===== src/rtl/lsu_pkg.sv =====
// Shared types and helpers for the load/store unit.
// Optional misalignment checking is enabled with LSU_MISALIGN_CHECK_EN.
package lsu_pkg;

    typedef enum logic [1:0] {
        SZ_BYTE = 2'b00,
        SZ_HALF = 2'b01,
        SZ_WORD = 2'b10
    } size_t;

    typedef enum logic {
        IDLE  = 1'b0,
        WRITE = 1'b1
    } lsu_state_t;

    localparam logic [2:0] MEM_CTRL_WORD = 3'b010;

    // Replace the addressed lane(s) of the old word; size 11 acts as word.
    function automatic logic [31:0] merge_store(
        input logic [31:0] old,
        input logic [31:0] wdata,
        input logic [1:0]  off,
        input logic [1:0]  size
    );
        logic [31:0] r;
        r = old;
        case (size)
            SZ_BYTE: r[{off, 3'b000} +: 8]     = wdata[7:0];
            SZ_HALF: r[{off[1], 4'b0000} +: 16] = wdata[15:0];
            default: r = wdata;
        endcase
        return r;
    endfunction

    function automatic logic misaligned(
        input logic [1:0] off,
        input logic [1:0] size
    );
        logic m;
        case (size)
            SZ_BYTE: m = 1'b0;
            SZ_HALF: m = off[0];
            default: m = (off != 2'b00);
        endcase
        return m;
    endfunction

endpackage


===== src/rtl/lsu_load_align.sv =====
// Lane select and sign/zero extension of a raw memory word.
// Combinational; shared by the lsu and by verification models.
module load_align
    import lsu_pkg::*;
(
    input  logic [31:0] word_i,
    input  logic [1:0]  off_i,
    input  logic [1:0]  size_i,
    input  logic        u_i,
    output logic [31:0] data_o
);

    logic [7:0]  lane_b;
    logic [15:0] lane_h;

    always_comb begin
        lane_b = word_i[{off_i, 3'b000} +: 8];
        lane_h = word_i[{off_i[1], 4'b0000} +: 16];
        case (size_i)
            SZ_BYTE: data_o = {{24{~u_i & lane_b[7]}}, lane_b};
            SZ_HALF: data_o = {{16{~u_i & lane_h[15]}}, lane_h};
            default: data_o = word_i;
        endcase
    end

endmodule


===== src/rtl/lsu.sv =====
// Load/store unit for a word-only data memory; sb/sh use read-modify-write.
// Define LSU_MISALIGN_CHECK_EN to flag misaligned half/word accesses.
module lsu
    import lsu_pkg::*;
#(
    parameter int ADDR_W = 32,
    parameter int XLEN   = 32
) (
    input  logic              clk,
    input  logic              reset,
    input  logic              req_valid,
    output logic              req_ready,
    input  logic              req_we,
    input  logic [ADDR_W-1:0] req_addr,
    input  logic [XLEN-1:0]   req_wdata,
    input  logic [2:0]        req_ctrl,
    output logic              rsp_valid,
    output logic [XLEN-1:0]   rsp_rdata,
    output logic              rsp_err,
    output logic              busy,
    output logic [ADDR_W-1:0] mem_a,
    output logic              mem_we,
    output logic [XLEN-1:0]   mem_wd,
    output logic [2:0]        mem_ctrl,
    input  logic [XLEN-1:0]   mem_rd
);

    lsu_state_t        state_q, state_d;
    logic [XLEN-1:0]   wbuf_q, wbuf_d;
    logic [ADDR_W-1:0] abuf_q, abuf_d;
    logic              rsp_valid_q, rsp_valid_d;
    logic [XLEN-1:0]   rsp_rdata_q, rsp_rdata_d;
    logic              rsp_err_q, rsp_err_d;

    logic              accept;
    logic              mis;
    logic              we_raw;
    logic [1:0]        size;
    logic [1:0]        off;
    logic [ADDR_W-1:0] aligned;
    logic [XLEN-1:0]   ld_data;

    assign size    = req_ctrl[1:0];
    assign off     = req_addr[1:0];
    assign aligned = {req_addr[ADDR_W-1:2], 2'b00};
    assign accept  = req_valid & req_ready;

`ifdef LSU_MISALIGN_CHECK_EN
    assign mis = misaligned(off, size);
`else
    assign mis = 1'b0;
`endif

    load_align u_align (
        .word_i (mem_rd),
        .off_i  (off),
        .size_i (size),
        .u_i    (req_ctrl[2]),
        .data_o (ld_data)
    );

    always_comb begin
        state_d     = state_q;
        wbuf_d      = wbuf_q;
        abuf_d      = abuf_q;
        rsp_valid_d = 1'b0;
        rsp_rdata_d = rsp_rdata_q;
        rsp_err_d   = 1'b0;
        mem_a       = aligned;
        mem_wd      = req_wdata;
        we_raw      = 1'b0;
        unique case (state_q)
            IDLE: begin
                if (accept) begin
                    if (!req_we || mis) begin
                        // Misaligned stores answer like loads so the error surfaces.
                        rsp_valid_d = 1'b1;
                        rsp_err_d   = mis;
                        rsp_rdata_d = mis ? '0 : ld_data;
                    end else if (size[1]) begin
                        we_raw = 1'b1;
                    end else begin
                        wbuf_d  = merge_store(mem_rd, req_wdata, off, size);
                        abuf_d  = aligned;
                        state_d = WRITE;
                    end
                end
            end
            WRITE: begin
                mem_a   = abuf_q;
                mem_wd  = wbuf_q;
                we_raw  = 1'b1;
                state_d = IDLE;
            end
            default: state_d = IDLE;
        endcase
    end

    always_ff @(posedge clk) begin
        if (reset) begin
            state_q     <= IDLE;
            wbuf_q      <= '0;
            abuf_q      <= '0;
            rsp_valid_q <= 1'b0;
            rsp_rdata_q <= '0;
            rsp_err_q   <= 1'b0;
        end else begin
            state_q     <= state_d;
            wbuf_q      <= wbuf_d;
            abuf_q      <= abuf_d;
            rsp_valid_q <= rsp_valid_d;
            rsp_rdata_q <= rsp_rdata_d;
            rsp_err_q   <= rsp_err_d;
        end
    end

    assign mem_we    = we_raw & ~reset;
    assign mem_ctrl  = MEM_CTRL_WORD;
    assign req_ready = (state_q == IDLE);
    assign busy      = (state_q == WRITE);
    assign rsp_valid = rsp_valid_q;
    assign rsp_rdata = rsp_rdata_q;
    assign rsp_err   = rsp_err_q;

endmodule


===== config.mk =====
export PLATFORM = sky130hd
export DESIGN_NAME = lsu
export DESIGN_NICKNAME = d
export VERILOG_FILES = /design/src/rtl/lsu_pkg.sv /design/src/rtl/lsu_load_align.sv /design/src/rtl/lsu.sv
export SDC_FILE = /design/constraint.sdc
export NUM_CORES = 1
export LEC_CHECK = 0
export CAP_MARGIN = 10
export CELL_PAD_IN_SITES_DETAIL_PLACEMENT = 1
export CELL_PAD_IN_SITES_GLOBAL_PLACEMENT = 2
export CORE_UTILIZATION = 22
export CTS_CLUSTER_DIAMETER = 30
export CTS_CLUSTER_SIZE = 12
export DETAILED_ROUTE_END_ITERATION = 12
export PLACE_DENSITY_LB_ADDON = 0.1
export SLEW_MARGIN = 25
export SYNTH_ARGS = -nofsm -noshare
export SYNTH_HDL_FRONTEND = slang
export SYNTH_SLANG_ARGS = --single-unit

===== constraint.sdc =====
create_clock -name clk -period 2.3 [get_ports clk]
set_input_delay 0.46 -clock clk [delete_from_list [all_inputs] [get_ports clk]]
set_output_delay 0.46 -clock clk [all_outputs]
set_load 0.1 [all_outputs]

Yosys cells after proc, flatten, opt, wreduce, memory -nomap -nowiden
Index checks and enable logic that the tools add are counted.
- flip-flop bits (word level): 96
- output and inout port bits: 104
- bits of input ports: 103
- word-level logic and storage cells: 43
- shift operators: 6
- equal/unequal tests: 1
- add/subtract/negate cells: 2
- bitwise logic cells: 10
- reductions and logical operators: 4
- muxes and demuxes: 15
- operator list (kind ; number):
    case mux 32 bit (2 select lines) ; 2
    bitwise mux 32 bit ; 2
    2-to-1 mux 32 bit ; 2
    variable shift 16 x 7 -> 32 bit (first input constant) ; 1
    variable shift 8 x 7 -> 32 bit (first input constant) ; 1
    indexed part select 16 x 7 -> 32 bit ; 1
    indexed part select 32 x 6 -> 16 bit ; 1
    indexed part select 32 x 6 -> 8 bit ; 1
    indexed part select 8 x 7 -> 32 bit ; 1
    negator 5 -> 7 bit ; 2
    2-to-1 mux 1 bit ; 7
    inverter 1 bit ; 6
    AND 1 bit ; 4
    case mux 1 bit (2 select lines) ; 2
    AND reduction 4 bit ; 1
    AND reduction 3 bit ; 1
    OR reduction 3 bit ; 1
    == test 2 x 1 -> 1 bit (second input constant) ; 1
    zero test 2 bit ; 1

Logic depth before layout (Yosys ltp)
Gate-level depths: netlist (run 1).
- word-level depth: 5
- depth in mapped cells: 9
- mapped depth without buffers: 6

Hierarchy
Synthesis (run 1) repeated with hierarchy kept, for this count alone.
- cell total of the unflattened synthesis: 658
- area, all modules: 5293.8 µm²
- modules (own cells, without submodules) (module ; cells an instance ; area an instance (µm²) ; times used ; sequential area each (µm²)):
    lsu ; 541 ; 4579.4 ; 1 ; 1921.8
    load_align ; 117 ; 714.4 ; 1 ; 0.0

Least setup slack after synthesis (run 1)
No wires, ideal clock.
- path kind: reg2out
- start: register state_q (netlist: busy)
- end: output mem_we
- arrival time: 3.809 ns
- path slack: -1.969 ns
- stages on the path, launching flop included: 5
- buffers on the path: 2
- data required time: 1.840 ns
- path through: dfxtp_1 > buf_1 > clkbuf_1 > inv_1 > a21oi_1
- cells in the longest elaborated chain, start to end: 5
- RTL lines (element ; line ; source):
    start, declared ; lsu.sv:28 ; lsu_state_t state_q, state_d;
    start signal, assigned ; lsu.sv:108 ; state_q <= state_d;
    inverter 1 bit (no source line) * ; -- ;
    named net req_ready ; lsu.sv:12 ; output logic req_ready,
    AND 1 bit ; lsu.sv:46 ; assign accept = req_valid & req_ready;
    2-to-1 mux 1 bit ; lsu.sv:74 ; if (accept) begin
    case mux 1 bit (2 select lines) * ; lsu.sv:72 ; unique case (state_q)
    AND 1 bit * ; lsu.sv:117 ; assign mem_we = we_raw & ~reset;
    end, declared ; lsu.sv:22 ; output logic mem_we,
The timed path passes the listed nets; every way through them passes the cells marked *.

Final worst setup path (run 1)
- start: input req_addr[1]
- end: register wbuf_q[22]
- cells in the longest elaborated chain, start to end: 4
- elaborated cells between the ends (all ways): 9
- RTL lines (element ; line ; source):
    start, declared ; lsu.sv:14 ; input logic [ADDR_W-1:0] req_addr,
    negator 5 -> 7 bit, on equally long branches ; lsu_pkg.sv:29, lsu_pkg.sv:28 ;
    indexed part select 16 x 7 -> 32 bit (tied with other cells) ; lsu_pkg.sv:29 ; SZ_HALF: r[{off[1], 4'b0000} +: 16] = wdata[15:0];
    bitwise mux 32 bit, on equally long branches ; lsu_pkg.sv:29, lsu_pkg.sv:28 ;
    case mux 32 bit (2 select lines) * ; lsu_pkg.sv:27 ; case (size)
    end signal, assigned ; lsu.sv:109 ; wbuf_q <= wbuf_d;
    end, declared ; lsu.sv:29 ; logic [XLEN-1:0] wbuf_q, wbuf_d;
Every way passes the cells marked *; elsewhere a longest branch is shown, timed or not.
A chain may end at the register's enable or synchronous reset.

==> results.md, run 1 <==
* Synth top area share at 37.5%
* DRT Pass-1 Iters at 4
* CTS Buf Count at 9
* DP Cell Count at 1079
* Worst Skew at 0.0148 ns
* Syn-to-layout area delta at 67.6%
* Top Ports at 207
* Root Buffer: clkbuf_16
* Max_cap viols at 0
* Initial antenna violation count at 0
* CP Data Required Time at 2.53 ns
* Post-route clock period utilization at 94.8%
* Depth of the CTS H-tree at 3
* Largest net degree at the start of global routing at 67
* Slew HR at 61.5%
* Post-Route WL at 22300 µm
* GPL Wtd Cong at 0.800
* Share of post-route cells with drive strength above 1 at 30.0%
* Fillcell total at 2580
* CTS tree: built
* Post-Syn Instances at 603
* Cell area after placement at 8240 µm²
* Pleak at 3.27 nW
* Die Height at 155 µm
* Dpl hpwl at 16800 µm
* Design area at 8590 µm²
* Number of global-route vias before repair at 5690
* Port bufs at 200
* Worst Tran Pin Value at 0.574 ns
* Ant. Diodes at 0
* Crit. End Element: flip-flop
* Hold Buf Count CTS at 0
* GRT Util Overall at 18.6%
* Startpoint types: primary input
* Outcome: completed
* Nets at 915
* Clock latency on the worst-skew pair at 0.36 ns
* Seq/Total Area, Yosys at 37.5%
* Initial cell density of the core at 22.6%
* Maximum fanout along the worst path at 8
* Fin crit period at 2.18 ns
* Post-synth EDFFs at 0
* Critical path class: in2reg
* Pwr dens at 626 nW/µm²
* RSZ-0062 raised after global routing: true
* Max Buffers Root-to-Sink at 2
* Final setup fails at 0
* Site row count at 55
* Fmax at 458 MHz
* Worst vdd ir at 0.341 mV
* Distinct cells, synth at 44
* Non-Filler Instances at 1097
* Critical path arrival at 2.41 ns
* Clk sink count at 96
* Synth top cells by count: 103 x nand2_1, 96 x dfxtp_1, 68 x mux2_2, 63 x nor2_1, 42 x a211oi_1
* FF+latch count, synth at 96
* Grt total ovfl at 0
* Worst Hold Class: reg2reg
* Flop2flop setup slack at 0.34 ns
* Top-count cell post-synth: nand2_1
* Core Box Area at 22700 µm²
* Syn Area/Cell at 8.49 µm²
* Via/cell ratio at 4.93
* Drt wl/cell at 20.3 µm
* First-pass GRT wire length at 33800 µm
* DR DRC count at 0
* Ys flop type: dfxtp_1
* Mapped Area at 5120 µm²
* Largest cells by area after synthesis: dfxtp_1 38%, mux2_2 15%, nand2_1 7.5%
* Ys async rst share at 0%
* Initial drt markers at 189
* Die Width at 155 µm
* Die area at 23900 µm²
* Slew Limit Fails at 0
* Final Hold Fails at 0
* Synth warn at 0
* Routed Antenna Nets at 0
* Synth area leader: dfxtp_1
* DR vias at 5403
* Clock transition at the registers of the reported paths at 0.07 ns
==> worst paths after layout <==
check               from      endpoint  depth (start not counted)
min reg2reg   abuf_q[19]    abuf_q[19]                          2
max reg2reg         busy  rsp_rdata[4]                          6
max          req_addr[1]    wbuf_q[22]                          7
min           abuf_q[19]    abuf_q[19]                          2
==> cell usage in the layout (no fill, tap or decap), types with 31 or more instances in the layout <==
cell	netlist	layout
nand2_1	103	103
clkdlybuf4s50_1	0	100
dfxtp_1	96	95
buf_12	0	73
buf_4	8	70
mux2_2	68	68
nor2_1	63	63
a211oi_1	42	42
a21oi_1	37	36
a221oi_1	32	31
==> timing repair <==
item / 4_1_cts / 5_1_grt
gates resized for setup: 1 / 3
setup buffers: 0 / 2
pin swaps: 0 / 1
gates cloned: 0 / 0
endpoints found under the setup margin: 1 / 19
==> critical path, cell delays in order <==
cell and delay [ns]:
clkdlybuf4s50_1 0.51, clkinv_1 0.16, ha_1 0.34, buf_4 0.15
a41o_1 0.28, a221oi_1 0.41, nor3_1 0.09
==> metrics by stage <==
stage          total power [mW]  util, %  TNS (ns)  hold WS, ns  setup slack, ns
2_1_floorplan              3.08        -    -0.210        0.433           -0.210
3_3_place_gp               3.87     36.3     -5.95        0.439           -0.324
3_5_place_dp               3.89     36.3     -9.71        0.447           -0.409
4_1_cts                    5.45     37.6         0        0.458          0.00482
5_1_grt                    5.60     37.8   -0.0146        0.481         -0.00986
6_report                   5.38     37.8         0        0.457            0.119
==> logic make-up (layout without fill, tap and decap cells) <==
family / count (synthesis) / count (layout) / share of synthesized area [%]
simple gates: 227 / 227 / 20.2
other cells: 2 / 6 / 0.147
buf+inv: 60 / 265 / 5.42
compound gates: 142 / 142 / 20.0
mux: 71 / 71 / 15.5
flops: 96 / 96 / 37.5
fa+ha+maj: 5 / 5 / 1.22
==> power breakdown <==
part | internal, mW | switching, mW | total [mW]
combinational | 0.715 | 1.34 | 2.06
clock | 0.757 | 0.761 | 1.52
sequential | 1.75 | 0.0548 | 1.80
==> layout make-up <==
class / instances / area (µm²) / share of cell area (%)
multi-input combinational: 451 / 2990 / 34.9
clock inverter: 7 / 62.6 / 0.729
inverter: 4 / 18.8 / 0.219
clock buffer: 9 / 225 / 2.62
tap: 285 / 357 / 4.15
sequential: 96 / 1930 / 22.4
timing repair buffer: 245 / 3000 / 35.0
==> flip-flops by register name (all words and copies together), names as in the netlist <==
| register | cells |
|---|---|
| rsp_valid | 1 |
| wbuf_q | 32 |
| abuf_q | 30 |
| rsp_rdata | 32 |
| busy | 1 |
==> routing by layer <==
metal | vias up | track usage (%) | wire length [µm]
li1 | 2564 | - | -
met1 | 2641 | 24.4 | 10200
met2 | 168 | 30.7 | 10400
met3 | 30 | 3.05 | 1250
met4 | 0 | 6.60 | 477
met5 | - | 0 | 0
(Power assumes the default switching activity.)
==> run 2, diff against run 1 <==
Settings changed: GPL_TIMING_DRIVEN set to 0.
==> run 2 against run 1 <==
Against the previous run:
- routed wire length is 4.2% higher
- combinational power shrank 12%
- first-iteration DRC count grew 37%
- final cell count increased by 1.6%
- die area is the same
- register-to-register slack improved by 0.02 ns
- clock power about the same
- non-clock buffer count up 18
- worst setup slack got worse by 0.064 ns
- critical endpoint is now mem_wd[11]
- largest cell class is now multi-input gates
==> results.md, run 2 (synthesis gave the netlist of run 1 again) <==
* Initial cell density of the core at 22.6% (unchanged)
* Outcome: completed (unchanged)
* Root Buffer: clkbuf_16 (unchanged)
* Final Hold Fails at 0 (unchanged)
* GPL Wtd Cong at 0.797 (was 0.800)
* Max_cap viols at 0 (unchanged)
* Fmax at 445 MHz (was 458 MHz)
* Drt wl/cell at 20.8 µm (was 20.3 µm)
* Reg2Reg Capture Point: rsp_rdata[29] (was rsp_rdata[4])
* Clock transition at the registers of the reported paths at 0.07 ns (about the same)
* Critical Path Max Stage Delay at 0.40 ns (was 0.51 ns)
* CTS Buf Count at 9 (unchanged)
* CTS tree: built (unchanged)
* Top Ports at 207 (unchanged)
* Most common cell after layout, fill and taps aside: nand2_1 (unchanged)
* Slew Limit Fails at 0 (unchanged)
* Cell mode on critical path: buf_4
* Most frequent cells in the layout: 103 x nand2_1, 98 x clkdlybuf4s50_1, 95 x dfxtp_1, 68 x mux2_2, 63 x nor2_1 (was 103 x nand2_1, 100 x clkdlybuf4s50_1, 95 x dfxtp_1, 73 x buf_12, 70 x buf_4)
* Final worst slack at 0.0550 ns (was 0.119 ns)
* Max Buffers Root-to-Sink at 2 (unchanged)
* Dpl hpwl at 18000 µm (was 16800 µm)
* Hold path start: abuf_q[2] (was abuf_q[19])
* Core Box Area at 22700 µm² (unchanged)
* Setup WS pre-CTS at -1.87 ns (was -0.409 ns)
* DR vias at 5529 (was 5403)
* Depth of the CTS H-tree at 3 (unchanged)
* Syn-to-layout area delta at 53.3% (was 67.6%)
* Post-Route WL at 23200 µm (was 22300 µm)
* Nets at 933 (was 915)
* First-pass GRT wire length at 34700 µm (was 33800 µm)
* Worst Hold Class: reg2reg (unchanged)
* Fin crit period at 2.24 ns (was 2.18 ns)
* Hold Path Cell Cnt at 2 (unchanged)
* Slew HR at 33.4% (was 61.5%)
* CP Data Required Time at 1.84 ns (was 2.53 ns)
* Number of global-route vias before repair at 5704 (was 5690)
* Ant. Diodes at 0 (unchanged)
* Clock latency on the worst-skew pair at 0.36 ns (about the same)
* Flop2flop setup slack at 0.36 ns (was 0.34 ns)
* Routed Antenna Nets at 0 (unchanged)
* Crit. End Element: output pin (was flip-flop)
* Worst vdd ir at 0.353 mV (was 0.341 mV)
* Util after Layout at 34.6% (was 37.8%)
* Cell Chain, Critical Path: buf_6 > buf_4 > mux2_2 > buf_4 (was clkdlybuf4s50_1 > clkinv_1 > ha_1 > buf_4 > a41o_1 > a221oi_1 > nor3_1)
* Non-Filler Instances at 1115 (was 1097)
* Critical path class: reg2out (was in2reg)
* Clk sink count at 96 (unchanged)
* Port bufs at 199 (was 200)
* Hold-critical path endpoint: abuf_q[2] (was abuf_q[19])
* DRT Pass-1 Iters at 5 (was 4)
* Worst Skew at 0.00952 ns (was 0.0148 ns)
* Post-route clock period utilization at 97.6% (was 94.8%)
* Largest net degree at the start of global routing at 19 (was 67)
* Initial antenna violation count at 0 (unchanged)
* Site row count at 55 (unchanged)
* Die Width at 155 µm (unchanged)
* R2R cell count at 5 (was 6)
* Reg-to-reg startpoint: busy (unchanged)
* DP Cell Count at 1091 (was 1079)
* Slowest CP cell: mux2_2 (was clkdlybuf4s50_1)
* Initial drt markers at 258 (was 189)
* Via/cell ratio at 4.96 (was 4.93)
* Final setup fails at 0 (unchanged)
* GRT Util Overall at 19.4% (was 18.6%)
* Startpoint types: flip-flop (was primary input)
* Overall Power at 5.13 mW (was 5.38 mW)
* Share of post-route cells with drive strength above 1 at 24.9% (was 30.0%)
* Grt total ovfl at 0 (unchanged)
* Pleak at 3.09 nW (was 3.27 nW)
* RSZ-0062 raised after global routing: true (unchanged)
* Critical path arrival at 1.78 ns (was 2.41 ns)
* Pwr dens at 654 nW/µm² (was 626 nW/µm²)
* Die area at 23900 µm² (unchanged)
* Worst Tran Pin Value at 1.00 ns (was 0.574 ns)
* Maximum fanout along the worst path at 10 (was 8)
* Die Height at 155 µm (unchanged)
* DR DRC count at 0 (unchanged)
run 2: per-layer routing:
metal,vias up,track usage (%),routed length (µm)
li1,2625,-,-
met1,2684,26.0,10700
met2,190,31.2,10700
met3,30,3.31,1250
met4,0,7.17,540
met5,-,0,0
run 2: worst max-delay path, delay by kind of cell (launching register included):
family,cells,cell delay [ns]
buf+inv,3,0.65
flops,1,0.37
mux,1,0.40
run 2: power breakdown:
part	switching, mW	internal (mW)	total, mW
clock	0.760	0.756	1.52
sequential	0.0465	1.75	1.79
combinational	1.33	0.496	1.82
total	2.13	3.00	5.13
run 2: through the flow:
| stage | TNS, ns | hold slack (ns) | area (µm²) |
|---|---|---|---|
| 4_1_cts | -0.155 | 0.458 | 7710 |
| 3_3_place_gp | -87.06 | 0.440 | 7540 |
| 2_1_floorplan | -0.210 | 0.433 | 5190 |
| 5_1_grt | -0.00894 | 0.478 | 7850 |
| 3_5_place_dp | -93.55 | 0.447 | 7540 |
| 6_report | 0 | 0.456 | 7850 |
run 2: how the worst max path moves through the flow:
stage                     start         end  slack (ns)  cells after the start
finish                     busy  mem_wd[11]        0.06                      4
global placement    req_ctrl[1]      mem_we       -1.87                      7
global route               busy  mem_wd[11]      -0.007                      4
CTS                 req_ctrl[1]      mem_we       -0.15                      7
detailed placement  req_ctrl[1]      mem_we       -1.87                      7
floorplan                  busy      mem_we       -0.21                      4
run 2: layout make-up:
cell class / instances / area [µm²]
plain buffers: 56 / 368
clock buffers: 9 / 225
clock inverters: 7 / 65.1
fillers: 2680 / 14900
inverters: 4 / 23.8
multi-input cells: 451 / 3050
flip-flops and latches: 96 / 1930
well taps: 285 / 357
repair buffers: 207 / 1840
run 2: what timing repair did:
action                                  CTS  global route
endpoints found under the setup margin  157            90
hold buffers                              0             0
gates resized for setup                 404            47
pin swaps                                 3             2
setup buffers                             2             6
